**config.mk**
```make
export PLATFORM = sky130hd
export DESIGN_NAME = mc_alu_flat
export DESIGN_NICKNAME = d
export VERILOG_FILES = /design/src/rtl/mc_alu_if.sv /design/src/rtl/mc_alu.sv /design/src/flat_wrapper.sv
export SDC_FILE = /design/constraint.sdc
export NUM_CORES = 1
export LEC_CHECK = 0
export ABC_AREA = 1
export CELL_PAD_IN_SITES_DETAIL_PLACEMENT = 0
export CELL_PAD_IN_SITES_GLOBAL_PLACEMENT = 1
export CORE_AREA = 4 4 241 243
export DETAILED_ROUTE_END_ITERATION = 8
export DIE_AREA = 0 0 245 247
export HOLD_SLACK_MARGIN = 0.03
export PLACE_DENSITY = 0.85
export SLEW_MARGIN = 10
export SYNTH_ARGS = -nofsm -noshare
export SYNTH_HDL_FRONTEND = slang
export SYNTH_SLANG_ARGS = --single-unit
```
**constraint.sdc**
```tcl
create_clock -name clk -period 11.2 [get_ports clk]
set_input_delay 2.8 -clock clk [delete_from_list [all_inputs] [get_ports clk]]
set_output_delay 2.8 -clock clk [all_outputs]
set_load 0.005 [all_outputs]
```
**src/rtl/mc_alu_if.sv**
```systemverilog
// ---------------------------------------------------------------------------
// mc_alu_if
// Bundles the control-unit side of the multi-cycle ALU: request (start,
// control, A, B) and response (C0, C1, zero, busy, done, div0).
//   master : control unit / testbench (drives start, control, A, B)
//   slave  : mc_alu (drives C0, C1, zero, busy, done, div0)
// WIDTH must match the WIDTH of the attached mc_alu.
// ---------------------------------------------------------------------------
interface mc_alu_if #(
    parameter int WIDTH = 32
);
    logic             start;
    logic [3:0]       control;
    logic [WIDTH-1:0] A;
    logic [WIDTH-1:0] B;
    logic [WIDTH-1:0] C0;
    logic [WIDTH-1:0] C1;
    logic             zero;
    logic             busy;
    logic             done;
    logic             div0;

    modport master (
        output start, control, A, B,
        input  C0, C1, zero, busy, done, div0
    );

    modport slave (
        input  start, control, A, B,
        output C0, C1, zero, busy, done, div0
    );
endinterface

```
**src/rtl/mc_alu.sv**
```systemverilog
// ---------------------------------------------------------------------------
// mc_alu
// Multi-cycle ALU. Single-cycle ops (add, sub, and, or, ror, rol, shr, shra,
// shl, neg, not) complete on the accepting edge. Multiply (shift-add) and
// divide (restoring) iterate one bit per clock for WIDTH edges, producing a
// 2*WIDTH product on {C1,C0} or quotient/remainder on C0/C1.
// Ports:
//   clk   rising-edge clock
//   rstn  synchronous active-low reset
//   bus   mc_alu_if.slave: start/control/A/B in, C0/C1/zero/busy/done/div0 out
// Build option:
//   MC_ALU_SIGNED_EN  when defined, mul/div operate on two's complement
//                     operands (magnitudes iterated, signs fixed at the end).
// ---------------------------------------------------------------------------
module mc_alu #(
    parameter int WIDTH = 32,
    parameter int SHW   = $clog2(WIDTH)
) (
    input logic     clk,
    input logic     rstn,
    mc_alu_if.slave bus
);

`ifdef MC_ALU_SIGNED_EN
    localparam bit SIGNED_EN = 1'b1;
`else
    localparam bit SIGNED_EN = 1'b0;
`endif

    localparam logic [WIDTH-1:0] ONE = WIDTH'(1);

    typedef enum logic {IDLE, RUN} state_t;

    state_t state, state_nxt;

    logic [SHW-1:0]   cnt;
    logic [WIDTH-1:0] hi, lo, opnd;
    logic             is_div, neg_q, neg_r, div_by0;
    logic [WIDTH-1:0] c0, c1;
    logic             zero, done, div0;

    logic                    accept, multi, sa, sb;
    logic [SHW-1:0]          shamt;
    logic signed [WIDTH-1:0] a_s;
    logic [WIDTH-1:0]        sc_res;
    logic [WIDTH:0]          msum, shifted;
    logic [WIDTH-1:0]        mhi, mlo, dhi, dlo, diff;
    logic                    ge;
    logic [2*WIDTH-1:0]      prod;
    logic [WIDTH-1:0]        res0, res1;

    function automatic logic [WIDTH-1:0] cond_neg(input logic [WIDTH-1:0] v, input logic n);
        return n ? ('0 - v) : v;
    endfunction

    function automatic logic [2*WIDTH-1:0] cond_neg2(input logic [2*WIDTH-1:0] v, input logic n);
        return n ? ('0 - v) : v;
    endfunction

    assign accept = bus.start && (state == IDLE);
    assign multi  = (bus.control == 4'd9) || (bus.control == 4'd10);
    assign sa     = SIGNED_EN & bus.A[WIDTH-1];
    assign sb     = SIGNED_EN & bus.B[WIDTH-1];
    assign shamt  = bus.B[SHW-1:0];
    assign a_s    = bus.A;

    always_comb begin
        sc_res = '0;
        case (bus.control)
            4'd0:    sc_res = bus.A + bus.B;
            4'd1:    sc_res = bus.A + ~bus.B + ONE;
            4'd2:    sc_res = bus.A & bus.B;
            4'd3:    sc_res = bus.A | bus.B;
            4'd4:    sc_res = (bus.A >> shamt) | (bus.A << (WIDTH - int'(shamt)));
            4'd5:    sc_res = (bus.A << shamt) | (bus.A >> (WIDTH - int'(shamt)));
            4'd6:    sc_res = bus.A >> shamt;
            4'd7:    sc_res = a_s >>> shamt;
            4'd8:    sc_res = bus.A << shamt;
            4'd11:   sc_res = '0 - bus.A;
            4'd12:   sc_res = ~bus.A;
            default: sc_res = '0;
        endcase
    end

    // Iteration step: multiply shifts {carry,hi,lo} right after a conditional
    // add; divide shifts the next dividend bit into the partial remainder and
    // subtracts the divisor when it fits. A zero divisor always "fits", which
    // naturally yields quotient all-ones and remainder equal to the dividend.
    always_comb begin
        msum    = {1'b0, hi} + (lo[0] ? {1'b0, opnd} : '0);
        mhi     = msum[WIDTH:1];
        mlo     = {msum[0], lo[WIDTH-1:1]};
        shifted = {hi, lo[WIDTH-1]};
        ge      = shifted >= {1'b0, opnd};
        diff    = shifted[WIDTH-1:0] - opnd;
        dhi     = ge ? diff : shifted[WIDTH-1:0];
        dlo     = {lo[WIDTH-2:0], ge};
    end

    // Final-edge results with sign correction applied in the same edge.
    always_comb begin
        prod = cond_neg2({mhi, mlo}, neg_q);
        res0 = prod[WIDTH-1:0];
        res1 = prod[2*WIDTH-1:WIDTH];
        if (is_div) begin
            res0 = div_by0 ? '1 : cond_neg(dlo, neg_q);
            res1 = cond_neg(dhi, neg_r);
        end
    end

    always_comb begin
        state_nxt = state;
        case (state)
            IDLE:    if (accept && multi) state_nxt = RUN;
            RUN:     if (cnt == '0) state_nxt = IDLE;
            default: state_nxt = IDLE;
        endcase
    end

    always_ff @(posedge clk) begin
        if (!rstn) state <= IDLE;
        else       state <= state_nxt;
    end

    // Control and architectural outputs
    always_ff @(posedge clk) begin
        if (!rstn) begin
            cnt  <= '0;
            c0   <= '0;
            c1   <= '0;
            zero <= 1'b0;
            done <= 1'b0;
            div0 <= 1'b0;
        end else begin
            done <= 1'b0;
            if (accept) begin
                div0 <= 1'b0;
                cnt  <= SHW'(WIDTH - 1);
                if (!multi) begin
                    c0   <= sc_res;
                    c1   <= '0;
                    zero <= (sc_res == '0);
                    done <= 1'b1;
                end
            end
            if (state == RUN) begin
                cnt <= cnt - 1'b1;
                if (cnt == '0) begin
                    c0   <= res0;
                    c1   <= res1;
                    zero <= (res0 == '0);
                    done <= 1'b1;
                    div0 <= is_div & div_by0;
                end
            end
        end
    end

    // Iteration datapath: loaded with operand magnitudes at accept
    always_ff @(posedge clk) begin
        if (accept && multi) begin
            is_div  <= (bus.control == 4'd9);
            div_by0 <= (bus.B == '0);
            neg_q   <= sa ^ sb;
            neg_r   <= sa;
            hi      <= '0;
            if (bus.control == 4'd9) begin
                lo   <= cond_neg(bus.A, sa);
                opnd <= cond_neg(bus.B, sb);
            end else begin
                lo   <= cond_neg(bus.B, sb);
                opnd <= cond_neg(bus.A, sa);
            end
        end else if (state == RUN) begin
            hi <= is_div ? dhi : mhi;
            lo <= is_div ? dlo : mlo;
        end
    end

    assign bus.C0   = c0;
    assign bus.C1   = c1;
    assign bus.zero = zero;
    assign bus.busy = (state == RUN);
    assign bus.done = done;
    assign bus.div0 = div0;

endmodule
```
**src/flat_wrapper.sv**
```systemverilog
// flat-port wrapper written by rule: the top's interface ports become plain ports
module mc_alu_flat 
#(
    parameter int WIDTH = 32,
    parameter int SHW   = $clog2(WIDTH)
)
  (clk, rstn, bus_start, bus_control, bus_A, bus_B, bus_C0, bus_C1, bus_zero, bus_busy, bus_done, bus_div0);
  mc_alu_if #(.WIDTH(WIDTH)) bus_i ();
  input logic clk;
  input logic rstn;
  input wire logic [$bits(bus_i.start)-1:0] bus_start;
  input wire logic [$bits(bus_i.control)-1:0] bus_control;
  input wire logic [$bits(bus_i.A)-1:0] bus_A;
  input wire logic [$bits(bus_i.B)-1:0] bus_B;
  output wire logic [$bits(bus_i.C0)-1:0] bus_C0;
  output wire logic [$bits(bus_i.C1)-1:0] bus_C1;
  output wire logic [$bits(bus_i.zero)-1:0] bus_zero;
  output wire logic [$bits(bus_i.busy)-1:0] bus_busy;
  output wire logic [$bits(bus_i.done)-1:0] bus_done;
  output wire logic [$bits(bus_i.div0)-1:0] bus_div0;
  assign bus_i.start = bus_start;
  assign bus_i.control = bus_control;
  assign bus_i.A = bus_A;
  assign bus_i.B = bus_B;
  assign bus_C0 = bus_i.C0;
  assign bus_C1 = bus_i.C1;
  assign bus_zero = bus_i.zero;
  assign bus_busy = bus_i.busy;
  assign bus_done = bus_i.done;
  assign bus_div0 = bus_i.div0;
  mc_alu #(.WIDTH(WIDTH), .SHW(SHW)) u_core (.clk(clk), .rstn(rstn), .bus(bus_i));
endmodule
```
==> results of run 1 <==
-- final cells by class --
cell class,count,area (µm²)
clock buffer,22,496.7
tap,756,945.9
fill,6239,27900
antenna,7,17.52
multi-input combinational,3727,18940
timing repair buffer,203,1849
inverter,432,1624
sequential,171,4084
clock inverter,10,88.84
-- cells in the mapped netlist, drive strengths merged (12+ instances only) --
cell type  number  share of area
nand2        1257           0.19
nand3         884           0.17
inv           421          0.062
nor2          385          0.058
o21ai         311          0.061
a21oi         300          0.059
ha            172          0.084
clkbuf        124          0.018
dfxtp         105          0.082
buf           100          0.019
o211ai         94          0.028
nand4          69          0.017
edfxtp         66          0.078
nor3           50          0.010
xor2           25         0.0086
a31oi          18         0.0044
nor4           17         0.0042
xnor2          16         0.0055
o21bai         13         0.0038
o21a           12         0.0035
o22ai          12         0.0029
-- worst min path at each step --
stage	slack (ps)	to	from
final	470	u_core.bus.C1[20]	u_core.bus.C1[20]
after global routing	470	u_core.bus.C1[3]	u_core.bus.C1[3]
after CTS	460	u_core.bus.C1[15]	u_core.bus.C1[15]
after detailed placement	450	u_core.bus.C1[15]	u_core.bus.C1[15]
after global placement	450	u_core.bus.C1[17]	u_core.bus.C1[17]
after floorplan	440	u_core.cnt[3]	u_core.cnt[3]
-- cell families (layout without fill, tap and decap cells) --
family,count (synthesis),after routing,synth area share
simple gates,2690,2690,0.4562
other cells,0,7,0
fa+ha+maj,176,176,0.08734
compound gates,816,816,0.1801
flops,171,171,0.1598
buf+inv,656,667,0.1009
xor+xnor,41,41,0.01405
mux,4,4,0.001567
-- through the flow --
stage | instances | cell area (µm²) | hold slack (ps) | utilization
2_1_floorplan | 4554 | 25560 | 443.7 | -
3_3_place_gp | 5289 | 27450 | 449.9 | 0.4905
3_5_place_dp | 5289 | 27450 | 454.1 | 0.4905
4_1_cts | 5321 | 28030 | 464.5 | 0.5010
5_1_grt | 5321 | 28030 | 474.7 | 0.5010
6_report | 5328 | 28050 | 465.3 | 0.5013
-- where the power goes --
| part | leakage (nW) | switching (mW) | internal, mW | total [mW] |
|---|---|---|---|---|
| logic | 11.1 | 1.26 | 0.517 | 1.77 |
| clock network | 0.293 | 0.284 | 0.324 | 0.608 |
| registers | 1.47 | 0.0647 | 0.708 | 0.772 |
-- worst register-to-register path, stage by stage, from the launching register on --
cell	delay [ps]
edfxtp_1	360
inv_1	50
ha_1	490
nand3_1	120
nor3_1	520
nand4_1	210
nor4_1	390
nor3_1	240
nand2_2	110
buf_4	340
nand2_1	120
o221ai_1	830
nand2_1	100
a21oi_1	150
-- state kept, by name (all words and copies together), names as in the netlist --
register	cells
u_core.bus.div0	1
u_core.bus.busy	1
u_core.bus.C0	32
u_core.div_by0	1
u_core.is_div	1
u_core.hi	32
u_core.cnt	5
u_core.opnd	32
u_core.bus.done	1
u_core.bus.zero	1
u_core.lo	32
u_core.bus.C1	32
-- routing by layer --
metal	vias up	GRT usage
met4	12	0.3608
met1	15813	0.5610
li1	15461	-
met2	2551	0.7118
met3	690	0.1286
met5	-	0
==> summary.md, run 1 <==
| Metric | Value |
|---|---|
| Site Rows | `87` |
| CP Data Required Time | `11,590 ps` |
| R2R Setup Slk | `7080 ps` |
| Worst path max stage delay | `560 ps` |
| Max FO, Critical Path | `47` |
| # setup viols final | `0` |
| Initial antenna violation count | `14` |
| H-tree levels | `4` |
| Worst vdd ir | `0.1324 mV` |
| Setup ws final | `between 4000 and 5000 ps` |
| Number of global-route vias before repair | `31,076` |
| Clock root buffer | `clkbuf_16` |
| CP endpoint kind | `flop` |
| Core area | `55,950 µm²` |
| Worst min-delay path class | `flop to flop` |
| CTS Sinks | `171` |
| Clock slew at the register clock pins of the worst setup and hold paths | `70 ps` |
| Max Cap Viol | `0` |
| Global route overflow | `0` |
| Post-Syn Area per Cell | `5.612 µm²` |
| Crit. path cell count | `24` |
| Slew margin rel. | `0.1527` |
| Worst-margin pin slew | `about 1300 ps` |
| Wirelength, routed | `148,400 µm` |
| CTS max path bufs | `2` |
| Commonest cells after routing, fill and taps aside | `1,240 x nand2_1, 883 x nand3_1, 406 x inv_1, 370 x nor2_1, 300 x a21oi_1` |
| Total GRT Usage | `0.4684` |
| Final Hold Fails | `0` |
| Min Tclk post-route | `7166 ps` |
| Ys Warns | `0` |
| Status | `completed` |
| Critical-path top delay cell | `inv_2` |
| EDFF count, synth | `66` |
| Most common cell after layout, fill and taps aside | `nand2_1` |
| Total CTS buffers | `17` |
| Wire per inst | `around 28 µm` |
| Share of cells above drive strength 1 | `0.03417` |
| Setup TNS | `0 ps` |
| Vias post-DR | `around 35,000` |
| Achievable frequency | `0.1395 GHz` |
| Netlist cell types | `57` |
| Worst R2R End | `u_core.bus.C1[1]` |
| Seq/Total Area, Yosys | `0.1598` |
| Drt drc | `0` |
| R2R depth | `13` |
| Pre-Repair DR Iteration Count | `7` |
| Layout Skew | `12.17 ps` |
| First-pass GRT wire length | `approximately 210,000 µm` |
| Most common cell on crit path | `nand3_1` |
| RSZ-0062 raised after global routing | `no` |
| Post-CTS Resized | `0` |
| Type of origin of the critical path | `input pin` |
| Die area | `60,520 µm²` |
| Overall power | `around 3.2 mW` |
| Syn Inst Count | `around 4,600` |
| Placer congestion estimate | `1.119` |
| Crit path buf inv count | `6` |
| Worst Path Arrival | `7550 ps` |
| Leakage | `roughly 13 nW` |
| TritonCTS clock tree | `done` |
| Crit path kind | `input pin to flop` |
| Yosys reg bits | `171` |
| Skew-Pair Late Insertion Delay | `460 ps` |
| Initial Util | `0.4568` |
| Postcts setup bufs | `0` |
| Syn_nets | `just under 5,000` |
| Detailed Place HPWL | `115,100 µm` |
| Wl on met1 | `53,500 µm` |
| Routed met3 length | `18,100 µm` |
| Slew Limit Fails | `0` |
| CP top delay family | `simple AND/OR/NAND/NOR gates` |
| Avg Vias per Cell | `approximately 6.5` |
| PortBufs | `138` |
| ANT nets after route | `0` |
| Critical path, cell by cell | `clkdlybuf4s50_1, buf_4, inv_2, ha_2, inv_1, nand2_1, nand2_2, buf_4, inv_2, nand3_1, nand3_1, nand3_1, nand3_1, nand2_1, nand2_1, nor2_1, nand3_1, nor2_1, nand2_1, nor2_1, nand2_1, nor2_1, nand3_1, a21oi_1` |
| Hold_buf cts | `0` |
| Leading register cell type out of synthesis | `dfxtp_1` |
| Die Width | `245 µm` |
| Fin crit share | `0.6398` |
| DRT iter0 DRCs | `between 4,000 and 5,000` |
| Worst Setup EP | `u_core.bus.zero` |
| Hold Path Depth | `2` |
| Highest metal used | `met5` |
| # nets final | `4,799` |
| Crit path from | `bus_B[0]` |
| Ports | `139` |
| PwrDens | `112.5 nW/µm²` |
| Area growth syn-to-layout | `9.748%` |
| Die H | `roughly 250 µm` |
| Pre-CTS WS | `3819 ps` |
| Asr flop ratio synth | `0` |
| RR Startpoint | `u_core.opnd[30]` |
| Cell area after technology mapping | `approximately 26,000 µm²` |
| Met2 Wirelength | `62,040 µm` |
| Largest net degree at the start of global routing | `approximately 120` |
Power figures use the tool's default switching activity.
==> run 2: changes to the inputs <==
Settings changed: CORE_AREA 4 4 241 243 to 4 4 249 251, DIE_AREA 0 0 245 247 to 0 0 253 255, PLACE_DENSITY 0.85 to 0.81.
Clock period 11.2 ns to 6.7 ns, I/O delays scaled along.
==> run 2 against run 1 <==
Net effect: largest power group unchanged; combinational power increased by 71%; final cell count up 1.6%; routed wire length grew 2.4%; design area grew 1.9%; core utilization down 2.4 points; via count up 0.32%; global-route usage shrank 1.6 points; sequential power rose by 66%; sequential share of layout area decreased by 0.27 points; die area up 6.6%; non-clock buffer count grew 62; highest routed layer unchanged; flip-flop and latch count is the same.
==> summary.md, run 2 (synthesis gave the netlist of run 1 again) <==
| Metric | Value |
|---|---|
| Status | `completed` |
| Slew margin rel. | `0.2160` |
| Number of global-route vias before repair | `32,219` |
| CP endpoint kind | `flop` |
| Worst Path Arrival | `6000 ps` |
| Global route overflow | `0` |
| H-tree levels | `4` |
| Finished Core Util | `0.4770` |
| Highest metal used | `met5` |
| Worst vdd ir | `0.2279 mV` |
| Clock root buffer | `clkbuf_16` |
| Routed met3 length | `18,140 µm` |
| DRT iter0 DRCs | `4,895` |
| Worst path max stage delay | `900 ps` |
| Initial antenna violation count | `7` |
| Type of origin of the critical path | `input pin` |
| Commonest cells after routing, fill and taps aside | `1,240 x nand2_1, 883 x nand3_1, 406 x inv_1, 373 x nor2_1, 300 x a21oi_1` |
| Overall power | `roughly 5.3 mW` |
| Achievable frequency | `0.1759 GHz` |
| Die H | `255 µm` |
| Site Rows | `90` |
| # nets final | `4,861` |
| Pre-Repair DR Iteration Count | `8` |
| ANT nets after route | `0` |
| CTS Sinks | `171` |
| Largest net degree at the start of global routing | `100` |
| Postcts setup bufs | `0` |
| Area growth syn-to-layout | `11.82%` |
| Post-route design area | `28,580 µm²` |
| Min Tclk post-route | `5685 ps` |
| Detailed Place HPWL | `roughly 120,000 µm` |
| Total GRT Usage | `0.4522` |
| Critical-path top delay cell | `nor2_1` |
| Ports | `139` |
| Hold_buf cts | `0` |
| Die Width | `roughly 250 µm` |
| Total CTS buffers | `17` |
| Initial Util | `0.4266` |
| Drt drc | `0` |
| CP Data Required Time | `7020 ps` |
| PortBufs | `138` |
| First-pass GRT wire length | `approximately 220,000 µm` |
| Most common cell after layout, fill and taps aside | `nand2_1` |
| Worst min-delay path class | `flop to flop` |
| Setup TNS | `0 ps` |
| CTS max path bufs | `2` |
| Pre-CTS WS | `~950 ps` |
| Critical path, cell by cell | `clkdlybuf4s50_1, inv_1, ha_1, nand2_1, nor2_1, nand2_1, nand2_1, inv_1, o21ai_1, xor2_1, nor2_1, nor2_1, nand2_1, nor2_1, nand2_1, nor2_1, nand2_1, nor2_1, nand3_1, a21oi_1` |
| Share of cells above drive strength 1 | `0.04690` |
| Max Cap Viol | `0` |
| Vias post-DR | `about 35,000` |
| RSZ-0062 raised after global routing | `no` |
| PwrDens | `186.1 nW/µm²` |
| Skew-Pair Late Insertion Delay | `460 ps` |
| Worst-margin pin slew | `1164 ps` |
| Leakage | `13.18 nW` |
| Wirelength, routed | `between 150,000 and 200,000 µm` |
| Max FO, Critical Path | `8` |
| Wire per inst | `28.07 µm` |
| Met2 Wirelength | `63,700 µm` |
| Wl on met1 | `54,870 µm` |
| Placer congestion estimate | `1.219` |
| Avg Vias per Cell | `around 6.4` |
| Post-CTS Resized | `0` |
| Placed cell area | `27,990 µm²` |
| Slew Limit Fails | `0` |
| Crit path kind | `input pin to flop` |
| Fin crit share | `0.8485` |
| # setup viols final | `0` |
| Setup ws final | `1015 ps` |
| Layout Skew | `22.74 ps` |
| TritonCTS clock tree | `done` |
| Die area | `64,520 µm²` |
| Core area | `59,910 µm²` |
| Clock slew at the register clock pins of the worst setup and hold paths | `around 70 ps` |
| Final Hold Fails | `0` |
[run 2: area by class of cell]
cell class,instances,area [µm²]
timing repair buffer,265,2377
fill,6639,31330
tap,782,978.4
clock buffer,18,439.2
antenna,3,7.507
inverter,432,1624
sequential,171,4084
clock inverter,14,143.9
multi-input combinational,3727,18920
[run 2: final timing paths]
path | startpoint | to | slack, ps | depth (start not counted)
max | bus_A[5] | u_core.bus.zero | 1010 | 20
min | u_core.bus.C1[17] | u_core.bus.C1[17] | 470 | 2
max reg2reg | u_core.opnd[30] | u_core.bus.C1[1] | 2300 | 13
min reg2reg | u_core.bus.C1[17] | u_core.bus.C1[17] | 470 | 2
[run 2: worst max-delay path: cells and delay by family]
kind | cells | cell delay [ps]
AND/OR/NAND/NOR | 13 | 2130
XOR/XNOR | 1 | 140
AO/OA/AOI/OAI | 2 | 490
adder cells (fa/ha/maj) | 1 | 490
buffers and inverters | 3 | 1060
[run 2: routing by layer]
metal	global-route usage	vias to the layer above
li1	-	15606
met1	0.5362	15913
met2	0.6943	2435
met3	0.1238	677
met4	0.3537	8
met5	0	-
[run 2: power breakdown]
group | leakage (nW) | switching [mW] | internal, mW | total, mW
Sequential | 1.47 | 0.102 | 1.18 | 1.28
Combinational | 11.4 | 2.12 | 0.899 | 3.02
Clock | 0.291 | 0.505 | 0.508 | 1.01
[run 2: through the flow]
stage,cells,hold WS (ps)
floorplan,4554,443.7
global placement,5377,451.5
detailed placement,5377,454.4
CTS,5409,465.6
global route,5409,478.0
finish,5412,465.2
